==> config.mk <==
export PLATFORM = sky130hd
export DESIGN_NAME = mmio_gpio_flat
export DESIGN_NICKNAME = d
export VERILOG_FILES = /design/src/rtl/mmio_gpio_pkg.sv /design/src/rtl/mmio_gpio_if.sv /design/src/rtl/mmio_gpio_debounce.sv /design/src/rtl/mmio_gpio.sv /design/src/flat_wrapper.sv
export SDC_FILE = /design/constraint.sdc
export NUM_CORES = 1
export LEC_CHECK = 0
export CORE_MARGIN = 5
export CORE_UTILIZATION = 40
export DETAILED_ROUTE_END_ITERATION = 7
export GPL_TIMING_DRIVEN = 0
export PLACE_DENSITY = 0.62
export SYNTH_ARGS = -nofsm -noshare
export SYNTH_HDL_FRONTEND = slang
export SYNTH_SLANG_ARGS = --single-unit
==> constraint.sdc <==
create_clock -name clk -period 3.1 [get_ports clk]
set_clock_uncertainty 0.1 [all_clocks]
set_input_delay 0.93 -clock clk [delete_from_list [all_inputs] [get_ports clk]]
set_output_delay 0.93 -clock clk [all_outputs]
set_load 0.005 [all_outputs]
==> src/rtl/mmio_gpio_pkg.sv <==
// Shared constants for the memory-mapped GPIO block: register word indices,
// bus FSM state encodings and the debounce counter sizing helper.
package mmio_gpio_pkg;

  localparam logic [2:0] REG_OUT    = 3'd0;
  localparam logic [2:0] REG_SET    = 3'd1;
  localparam logic [2:0] REG_CLR    = 3'd2;
  localparam logic [2:0] REG_TOG    = 3'd3;
  localparam logic [2:0] REG_IN     = 3'd4;
  localparam logic [2:0] REG_RISE   = 3'd5;
  localparam logic [2:0] REG_FALL   = 3'd6;
  localparam logic [2:0] REG_IRQ_EN = 3'd7;

  localparam logic [0:0] ST_IDLE = 1'b0;
  localparam logic [0:0] ST_RESP = 1'b1;

  // A zero-cycle (bypass) debouncer still needs a 1-bit counter to elaborate.
  function automatic int deb_cnt_w(input int cycles);
    return (cycles < 1) ? 1 : $clog2(cycles + 1);
  endfunction

endpackage

==> src/rtl/mmio_gpio_if.sv <==
// CPU valid/ready memory bus as seen by one peripheral behind the decoder.
interface mmio_gpio_if;

  logic        mem_valid;
  logic        mem_ready;
  logic [31:0] mem_addr;
  logic [31:0] mem_wdata;
  logic [3:0]  mem_wstrb;
  logic [31:0] mem_rdata;

  modport master (
    output mem_valid, mem_addr, mem_wdata, mem_wstrb,
    input  mem_ready, mem_rdata
  );

  modport slave (
    input  mem_valid, mem_addr, mem_wdata, mem_wstrb,
    output mem_ready, mem_rdata
  );

endinterface

==> src/rtl/mmio_gpio_debounce.sv <==
// One input pin: 2-flop synchroniser, stability counter and debounced level,
// with single-cycle rise/fall pulses aligned to the edge that updates the level.
module mmio_gpio_debounce
  import mmio_gpio_pkg::*;
#(
  parameter int DEBOUNCE_CYCLES = 250000
) (
  input  logic clk,
  input  logic reset_n,
  input  logic i_pin,
  output logic o_level,
  output logic o_rise,
  output logic o_fall
);

  localparam int              CW    = deb_cnt_w(DEBOUNCE_CYCLES);
  localparam logic [CW-1:0]   LIMIT = CW'(DEBOUNCE_CYCLES);

  logic          r_sync1;
  logic          r_sync2;
  logic          r_level;
  logic [CW-1:0] r_cnt;
  logic          w_accept;

  assign w_accept = (r_sync2 != r_level) && (r_cnt == LIMIT);

  // NOTE: state updates use non-blocking assignments so every flop samples
  // pre-edge values, independent of statement order.
  always_ff @(posedge clk) begin
    if (!reset_n) begin
      r_sync1 <= 1'b0;
      r_sync2 <= 1'b0;
      r_level <= 1'b0;
      r_cnt   <= '0;
    end else begin
      r_sync1 <= i_pin;
      r_sync2 <= r_sync1;
      if ((r_sync2 == r_level) || w_accept) r_cnt <= '0;
      else                                   r_cnt <= r_cnt + 1'b1;
      if (w_accept) r_level <= r_sync2;
    end
  end

  assign o_level = r_level;
  assign o_rise  = w_accept &  r_sync2;
  assign o_fall  = w_accept & ~r_sync2;

endmodule

==> src/rtl/mmio_gpio.sv <==
// Memory-mapped GPIO: byte-strobed OUT with atomic set/clear/toggle, debounced
// inputs with w1c edge status, and a maskable registered interrupt.
module mmio_gpio
  import mmio_gpio_pkg::*;
#(
  parameter int               OUT_W           = 8,
  parameter int               IN_W            = 7,
  parameter logic [OUT_W-1:0] OUT_RESET       = '0,
  parameter int               DEBOUNCE_CYCLES = 250000
) (
  input  logic             clk,
  input  logic             reset_n,
  mmio_gpio_if.slave       bus,
  input  logic [IN_W-1:0]  i_gpio_in,
  output logic [OUT_W-1:0] o_gpio_out,
  output logic             o_irq
);

  logic [0:0]      r_state;
  logic [31:0]     r_rdata;
  logic [OUT_W-1:0] r_out;
  logic [IN_W-1:0] r_rise, r_fall, r_en_rise, r_en_fall;
  logic            r_irq;

  logic [IN_W-1:0] w_in, w_rise_p, w_fall_p, w_rise_clr, w_fall_clr;
  logic [2:0]      w_idx;
  logic            w_req, w_wr;
  logic [31:0]     w_bmask, w_wbits, w_out32, w_en32, w_rd_val, w_out_nxt, w_en_nxt;
  logic            w_unused;

  for (genvar g = 0; g < IN_W; g++) begin : g_deb
    mmio_gpio_debounce #(.DEBOUNCE_CYCLES(DEBOUNCE_CYCLES)) u_deb (
      .clk     (clk),
      .reset_n (reset_n),
      .i_pin   (i_gpio_in[g]),
      .o_level (w_in[g]),
      .o_rise  (w_rise_p[g]),
      .o_fall  (w_fall_p[g])
    );
  end

  assign w_idx   = bus.mem_addr[4:2];
  assign w_req   = (r_state == ST_IDLE) && bus.mem_valid;
  assign w_wr    = w_req && (|bus.mem_wstrb);
  assign w_bmask = {{8{bus.mem_wstrb[3]}}, {8{bus.mem_wstrb[2]}},
                    {8{bus.mem_wstrb[1]}}, {8{bus.mem_wstrb[0]}}};
  assign w_wbits = bus.mem_wdata & w_bmask;

  // NOTE: every always_comb output gets a default first so no path can infer a latch.
  always_comb begin
    w_out32 = '0;
    w_out32[OUT_W-1:0] = r_out;
    w_en32 = '0;
    w_en32[IN_W-1:0]   = r_en_rise;
    w_en32[16 +: IN_W] = r_en_fall;

    w_rd_val = '0;
    case (w_idx)
      REG_OUT, REG_SET, REG_CLR, REG_TOG: w_rd_val = w_out32;
      REG_IN:     w_rd_val[IN_W-1:0] = w_in;
      REG_RISE:   w_rd_val[IN_W-1:0] = r_rise;
      REG_FALL:   w_rd_val[IN_W-1:0] = r_fall;
      REG_IRQ_EN: w_rd_val = w_en32;
      default:    w_rd_val = '0;
    endcase

    w_out_nxt = w_out32;
    if (w_wr) begin
      case (w_idx)
        REG_OUT: w_out_nxt = (w_out32 & ~w_bmask) | w_wbits;
        REG_SET: w_out_nxt = w_out32 | w_wbits;
        REG_CLR: w_out_nxt = w_out32 & ~w_wbits;
        REG_TOG: w_out_nxt = w_out32 ^ w_wbits;
        default: w_out_nxt = w_out32;
      endcase
    end

    w_en_nxt   = (w_wr && w_idx == REG_IRQ_EN) ? ((w_en32 & ~w_bmask) | w_wbits) : w_en32;
    w_rise_clr = (w_wr && w_idx == REG_RISE) ? w_wbits[IN_W-1:0] : '0;
    w_fall_clr = (w_wr && w_idx == REG_FALL) ? w_wbits[IN_W-1:0] : '0;
  end

  always_ff @(posedge clk) begin
    if (!reset_n) begin
      r_state   <= ST_IDLE;
      r_rdata   <= '0;
      r_out     <= OUT_RESET;
      r_rise    <= '0;
      r_fall    <= '0;
      r_en_rise <= '0;
      r_en_fall <= '0;
      r_irq     <= 1'b0;
    end else begin
      // RESP always returns to IDLE; mem_valid is only looked at in IDLE.
      r_state   <= w_req ? ST_RESP : ST_IDLE;
      if (w_req) r_rdata <= w_rd_val;
      r_out     <= w_out_nxt[OUT_W-1:0];
      // A hardware edge beats a simultaneous w1c of the same bit.
      r_rise    <= (r_rise & ~w_rise_clr) | w_rise_p;
      r_fall    <= (r_fall & ~w_fall_clr) | w_fall_p;
      r_en_rise <= w_en_nxt[IN_W-1:0];
      r_en_fall <= w_en_nxt[16 +: IN_W];
      r_irq     <= (|(r_rise & r_en_rise)) | (|(r_fall & r_en_fall));
    end
  end

  assign bus.mem_ready = (r_state == ST_RESP);
  assign bus.mem_rdata = r_rdata;
  assign o_gpio_out    = r_out;
  assign o_irq         = r_irq;

  assign w_unused = ^{bus.mem_addr[31:5], bus.mem_addr[1:0], w_out_nxt, w_en_nxt, w_wbits};

endmodule

==> src/flat_wrapper.sv <==
// flat-port wrapper written by rule: the top's interface ports become plain ports
module mmio_gpio_flat import mmio_gpio_pkg::*;
#(
  parameter int               OUT_W           = 8,
  parameter int               IN_W            = 7,
  parameter logic [OUT_W-1:0] OUT_RESET       = '0,
  parameter int               DEBOUNCE_CYCLES = 250000
)
  (clk, reset_n, i_gpio_in, o_gpio_out, o_irq, bus_mem_valid, bus_mem_addr, bus_mem_wdata, bus_mem_wstrb, bus_mem_ready, bus_mem_rdata);
  mmio_gpio_if bus_i ();
  input  logic clk;
  input  logic reset_n;
  input  logic [IN_W-1:0] i_gpio_in;
  output logic [OUT_W-1:0] o_gpio_out;
  output logic o_irq;
  input wire logic [$bits(bus_i.mem_valid)-1:0] bus_mem_valid;
  input wire logic [$bits(bus_i.mem_addr)-1:0] bus_mem_addr;
  input wire logic [$bits(bus_i.mem_wdata)-1:0] bus_mem_wdata;
  input wire logic [$bits(bus_i.mem_wstrb)-1:0] bus_mem_wstrb;
  output wire logic [$bits(bus_i.mem_ready)-1:0] bus_mem_ready;
  output wire logic [$bits(bus_i.mem_rdata)-1:0] bus_mem_rdata;
  assign bus_i.mem_valid = bus_mem_valid;
  assign bus_i.mem_addr = bus_mem_addr;
  assign bus_i.mem_wdata = bus_mem_wdata;
  assign bus_i.mem_wstrb = bus_mem_wstrb;
  assign bus_mem_ready = bus_i.mem_ready;
  assign bus_mem_rdata = bus_i.mem_rdata;
  mmio_gpio #(.OUT_W(OUT_W), .IN_W(IN_W), .OUT_RESET(OUT_RESET), .DEBOUNCE_CYCLES(DEBOUNCE_CYCLES)) u_core (.clk(clk), .reset_n(reset_n), .bus(bus_i), .i_gpio_in(i_gpio_in), .o_gpio_out(o_gpio_out), .o_irq(o_irq));
endmodule
== Word level (Yosys, flattened, before mapping) ==
Cells that the tools add are included.

* Word-level logic and storage cells: 152
* Register bits: 217

* Bitwise operators: 42
* Multiplexer cells: 6
* Eq/ne operators: 28
* Reductions and logical operators: 33
* Add/subtract/negate cells: 7

{| class="wikitable"
|+ Operator list
! cell !! count
|-
| $add A18 B1 Y18 const B || 7
|-
| $eq A18 B18 Y1 const B || 7
|-
| $and A23 B23 Y23 || 2
|-
| $pmux W7 S5 || 1
|-
| $pmux W16 S2 || 1
|-
| $pmux W8 S4 || 1
|-
| $and A7 B7 Y7 || 4
|-
| $not A23 Y23 || 1
|-
| $or A23 B23 Y23 || 1
|-
| $and A8 B8 Y8 || 2
|-
| $or A8 B8 Y8 || 2
|-
| $and A1 B1 Y1 || 14
|-
| $mux W7 || 2
|-
| $not A7 Y7 || 2
|-
| $or A7 B7 Y7 || 2
|-
| $reduce_or A2 Y1 || 7
|-
| $reduce_or A7 Y1 || 2
|-
| $eq A3 B3 Y1 const B || 4
|-
| $logic_and A1 B1 Y1 || 12
|-
| $not A1 Y1 || 9
|-
| $not A8 Y8 || 1
|-
| $reduce_or A4 Y1 || 2
|-
| $xor A8 B8 Y8 || 1
|-
| $eq A1 B1 Y1 || 7
|-
| 9 further kinds || 22
|}

== Longest topological paths before layout ==
* Depth after elaboration: 8
* Gate-level depth with buffers: 9

== Hierarchy ==
Synthesis repeated with hierarchy kept, for this count alone.

* Cells, all modules: 1114
* Area total of the unflattened synthesis: 9582.9 µm²

{| class="wikitable"
|+ By module, submodules not included
! module !! cells an instance !! instances !! seq. area each (µm²) !! area an instance (µm²)
|-
| mmio_gpio_debounce || 114 || 7 || 420.4 || 978.4
|-
| mmio_gpio || 316 || 1 || 1061.0 || 2733.9
|}

== Least setup slack after synthesis ==
OpenSTA, ideal clock, no wires.

* Path type: input to register
* Start point: in bus_mem_wstrb[0]
* End point: reg u_core.r_out[7] (netlist: u_core.o_gpio_out[7])
* Path slack: 0.456 ns
* Arrival time: 2.472 ns
* Cell stages on the path: 8
* Cells stage by stage: clkbuf_1 -> clkbuf_1 -> buf_1 -> nand2_1 -> ha_1 -> a211oi_1 -> a31oi_1 -> o2bb2ai_1

* Cells in the longest elaborated chain, start to end: 4

{| class="wikitable"
|+ RTL lines
! element !! line !! RTL
|-
| start, declared || flat_wrapper.sv:19 || <nowiki>input wire logic [$bits(bus_i.mem_wstrb)-1:0] bus_mem_wstrb;</nowiki>
|-
| $and A23 B23 Y23 or $not A23 Y23 (tied branches) || mmio_gpio.sv:47, mmio_gpio.sv:70 ||
|-
| $not A8 Y8 or $and A8 B8 Y8 (tied branches) || mmio_gpio.sv:72, mmio_gpio.sv:70 ||
|-
| $and A8 B8 Y8 or $or A8 B8 Y8 (tied branches) || mmio_gpio.sv:72, mmio_gpio.sv:70 ||
|-
| $pmux W8 S4 || mmio_gpio.sv:69 || <nowiki>case (w_idx)</nowiki>
|-
| end signal, assigned || mmio_gpio.sv:97 || <nowiki>r_out <= w_out_nxt[OUT_W-1:0];</nowiki>
|-
| end, declared || mmio_gpio.sv:21 || <nowiki>logic [OUT_W-1:0] r_out;</nowiki>
|}

Parallel ways exist; a longest one is shown, timed or not.
A chain may end at the register's enable or synchronous reset.

==> metrics.cfg <==
[sta]
fmax_ghz=0.341
slew_headroom=0.434
min_period_ns=2.93
final.period_utilization=0.946
hold_slack_ns=0.324
grt_setup_unrepaired=false
report.final.slew_viol_count=0
setup_viol=0
tightest_slew_ns=0.842
hold_violations=0

[global_route]
track_usage=0.163
antenna_found_initial=0
grt_pass1_wl_um=35800
grt_pass1_vias=7174
grt_max_degree=20
gr-total-overflow=0

[cells_and_area]
syn2layout_area_growth_pct=16.6
antennaDiodeCount=0
drive_gt1_frac=0.0843
fillers=2235
final_util=0.470
fin_nets=1238

[clock_tree]
cts_hold_buf=0
cts-htree-levels=4
clock-sinks=200
clk_path_buf_depth=2
cts_tree=yes
cts_resized=0
numCtsBuffers=17
clk_pin_slew_ns=0.07
clk_latency_ns=0.43
root_buffer=clkbuf_16
cts_setup_buffers=0

[worst_setup_path]
critPathLaunch=reset_n
critPathKind=primary input to flip-flop
cp_num_buf_inv=3
cp_top_family=buffers and inverters
worstPathCellList=clkdlybuf4s50_1 > clkbuf_1 > buf_1 > nand2_1 > o2bb2ai_1
cp_max_fo=10
critPathRequiredTime_ns=3.36
reg2reg_from=u_core.g_deb[1].u_deb.r_cnt[0]
critPathLaunchType=primary input
critical_path_arrival_ns=3.19
end_kind=flip-flop
cpMaxStageDelayCell=clkdlybuf4s50_1
slowest_delay_ns=0.73

[logic_synthesis]
yosysUniqueCellTypes=63
synth.avg_cell_area_um2=8.97
synth_seq_cells=200
synthFlopType=dfxtp_1
synthArstFlopShare=0
seq_area_frac_synth=0.426
syn_inst=1049
synth_warnings=0
netlist_area_um2=9410
synth_edf_count=0

[route]
drt-wirelength-per-cell_um=14.7
drt_pre_antenna_iters=5
drt_iter0_drc=437
vias_per_cell=5.09
wirelength_um=21500
vias=7477
drc=0
ant_nets=0

[power_and_ir_drop]
p_leak_uw=0.00354
powerDensity_nw_per_um2=457
peakVddDrop_v=0.000358

[floorplanning]
die_y_um=163
core_um2=23300
start_util=0.403
pin_count=120
die_x_um=163
die_area_um2=26700
rows=56

[min_path]
worstHoldStart=u_core.g_deb[5].u_deb.r_sync1
worstHoldPathType=flip-flop to flip-flop

[place]
dp_hpwl_um=15900
place.gp.congestion=0.865
port-buffer-count=54

[flow_run]
maxCapViolCount=0

[status]
status=finished, final reports clean

where the power goes:
group / internal (µW) / switching [µW] / total (µW)
Combinational: 125 / 146 / 271
Sequential: 2590 / 19.5 / 2610
Clock: 1060 / 1070 / 2130
Total: 3780 / 1230 / 5010
layout by cell type (no fill, tap or decap), types with 12 or more instances in the layout:
master and instances:
nand3_1 46, ha_1 22, clkbuf_1 25, a31o_2 15, nand4_1 33, inv_1 39, mux2i_1 30, xnor2_1 84
nand2_1 67, clkbuf_16 17, nor4_1 39, xor2_1 16, nor2_1 149, a21oi_1 21, clkdlybuf4s50_1 54, a22oi_1 12
o21ai_0 16, nor3_1 27, nor2b_1 37, and2_1 16, dfxtp_1 200, buf_4 19, conb_1 17
worst reg2reg max path, delay by kind of cell (launching register included):
kind / cells / cell delay, ns
AND/OR/NAND/NOR: 3 / 0.58
AO/OA/AOI/OAI: 1 / 0.51
buffers and inverters: 2 / 0.50
flip-flops: 1 / 0.37
adder cells (fa/ha/maj): 1 / 0.14
per-layer routing:
metal,track usage,vias up,routed length (µm)
li1,-,3838,-
met1,0.223,3489,10500
met2,0.266,126,9970
met3,0.0283,24,718
met4,0.0496,0,385
met5,0,-,0
cell usage after synthesis (5+ instances only):
| master | count | area share |
|---|---|---|
| or3_1 | 5 | 0.0033 |
| mux2i_1 | 30 | 0.032 |
| clkbuf_1 | 25 | 0.010 |
| xnor2_1 | 84 | 0.078 |
| nor2b_1 | 37 | 0.025 |
| and2_1 | 16 | 0.011 |
| nor4bb_1 | 5 | 0.0053 |
| a31o_2 | 15 | 0.014 |
| a22oi_1 | 12 | 0.0096 |
| and3_1 | 7 | 0.0047 |
| nand4_1 | 33 | 0.022 |
| o21a_1 | 8 | 0.0064 |
| mux4_2 | 7 | 0.017 |
| nor2_1 | 149 | 0.059 |
| o2bb2ai_1 | 8 | 0.0074 |
| xor2_1 | 16 | 0.015 |
| a31oi_1 | 8 | 0.0053 |
| dfxtp_1 | 200 | 0.43 |
| ha_1 | 22 | 0.029 |
| nand2_1 | 67 | 0.027 |
| a21oi_1 | 21 | 0.011 |
| o31ai_1 | 5 | 0.0040 |
| nand2b_1 | 9 | 0.0060 |
| inv_1 | 39 | 0.016 |
| nand3_1 | 46 | 0.024 |
| or4_1 | 9 | 0.0072 |
| a41oi_1 | 7 | 0.0065 |
| nor3_1 | 27 | 0.014 |
| buf_4 | 19 | 0.015 |
| nor4_1 | 39 | 0.026 |
| o21ai_0 | 16 | 0.0085 |
state kept, by name, indices dropped and copies added, names as in the netlist, named ones only:
register,count
u_core.bus.mem_rdata,15
u_core.bus.mem_ready,1
u_core.g_deb.u_deb.o_level,7
u_core.g_deb.u_deb.r_cnt,126
u_core.g_deb.u_deb.r_sync1,7
u_core.g_deb.u_deb.r_sync2,7
u_core.o_gpio_out,8
u_core.o_irq,1
u_core.r_fall,7
u_core.r_rise,7
cells by family after synthesis:
kind of cell,synth area share
DFF,0.426
xor gates and xnor gates,0.0931
and+or+nand+nor,0.266
buffers and inverters,0.0475
AOI/OAI and AO/OA,0.0895
other,0.000399
muxes,0.0487
adders and majority gates,0.0293
final timing paths:
path / end / slack [ns] / depth (start not counted)
max: u_core.o_gpio_out[0] / 0.17 / 5
max reg2reg: u_core.g_deb[1].u_deb.r_cnt[8] / 0.78 / 7
min reg2reg: u_core.g_deb[5].u_deb.r_sync2 / 0.32 / 1
min: u_core.g_deb[5].u_deb.r_sync2 / 0.32 / 1
stage by stage:
stage	cell area, µm²	setup TNS [ns]	cells	total power, µW	worst slack (ns)
final	11000	0	1470	5010	0.169
after global routing	11000	0	1470	5210	0.00989
after CTS	11000	0	1470	5070	0.149
after detailed placement	10400	-4.42	1438	2940	-0.299
after global placement	10400	-4.17	1438	2940	-0.316
after floorplan	9470	0	1065	2810	0.456
final cells by class:
class	count	area, µm²	share of cell area
tap	319	399	0.0364
timing repair buffer	54	541	0.0493
clock buffer	17	425	0.0388
multi-input combinational	772	5020	0.457
buffer	54	300	0.0274
inverter	39	146	0.0133
sequential	200	4000	0.365
clock inverter	15	138	0.0125
(Power assumes the default switching activity.)
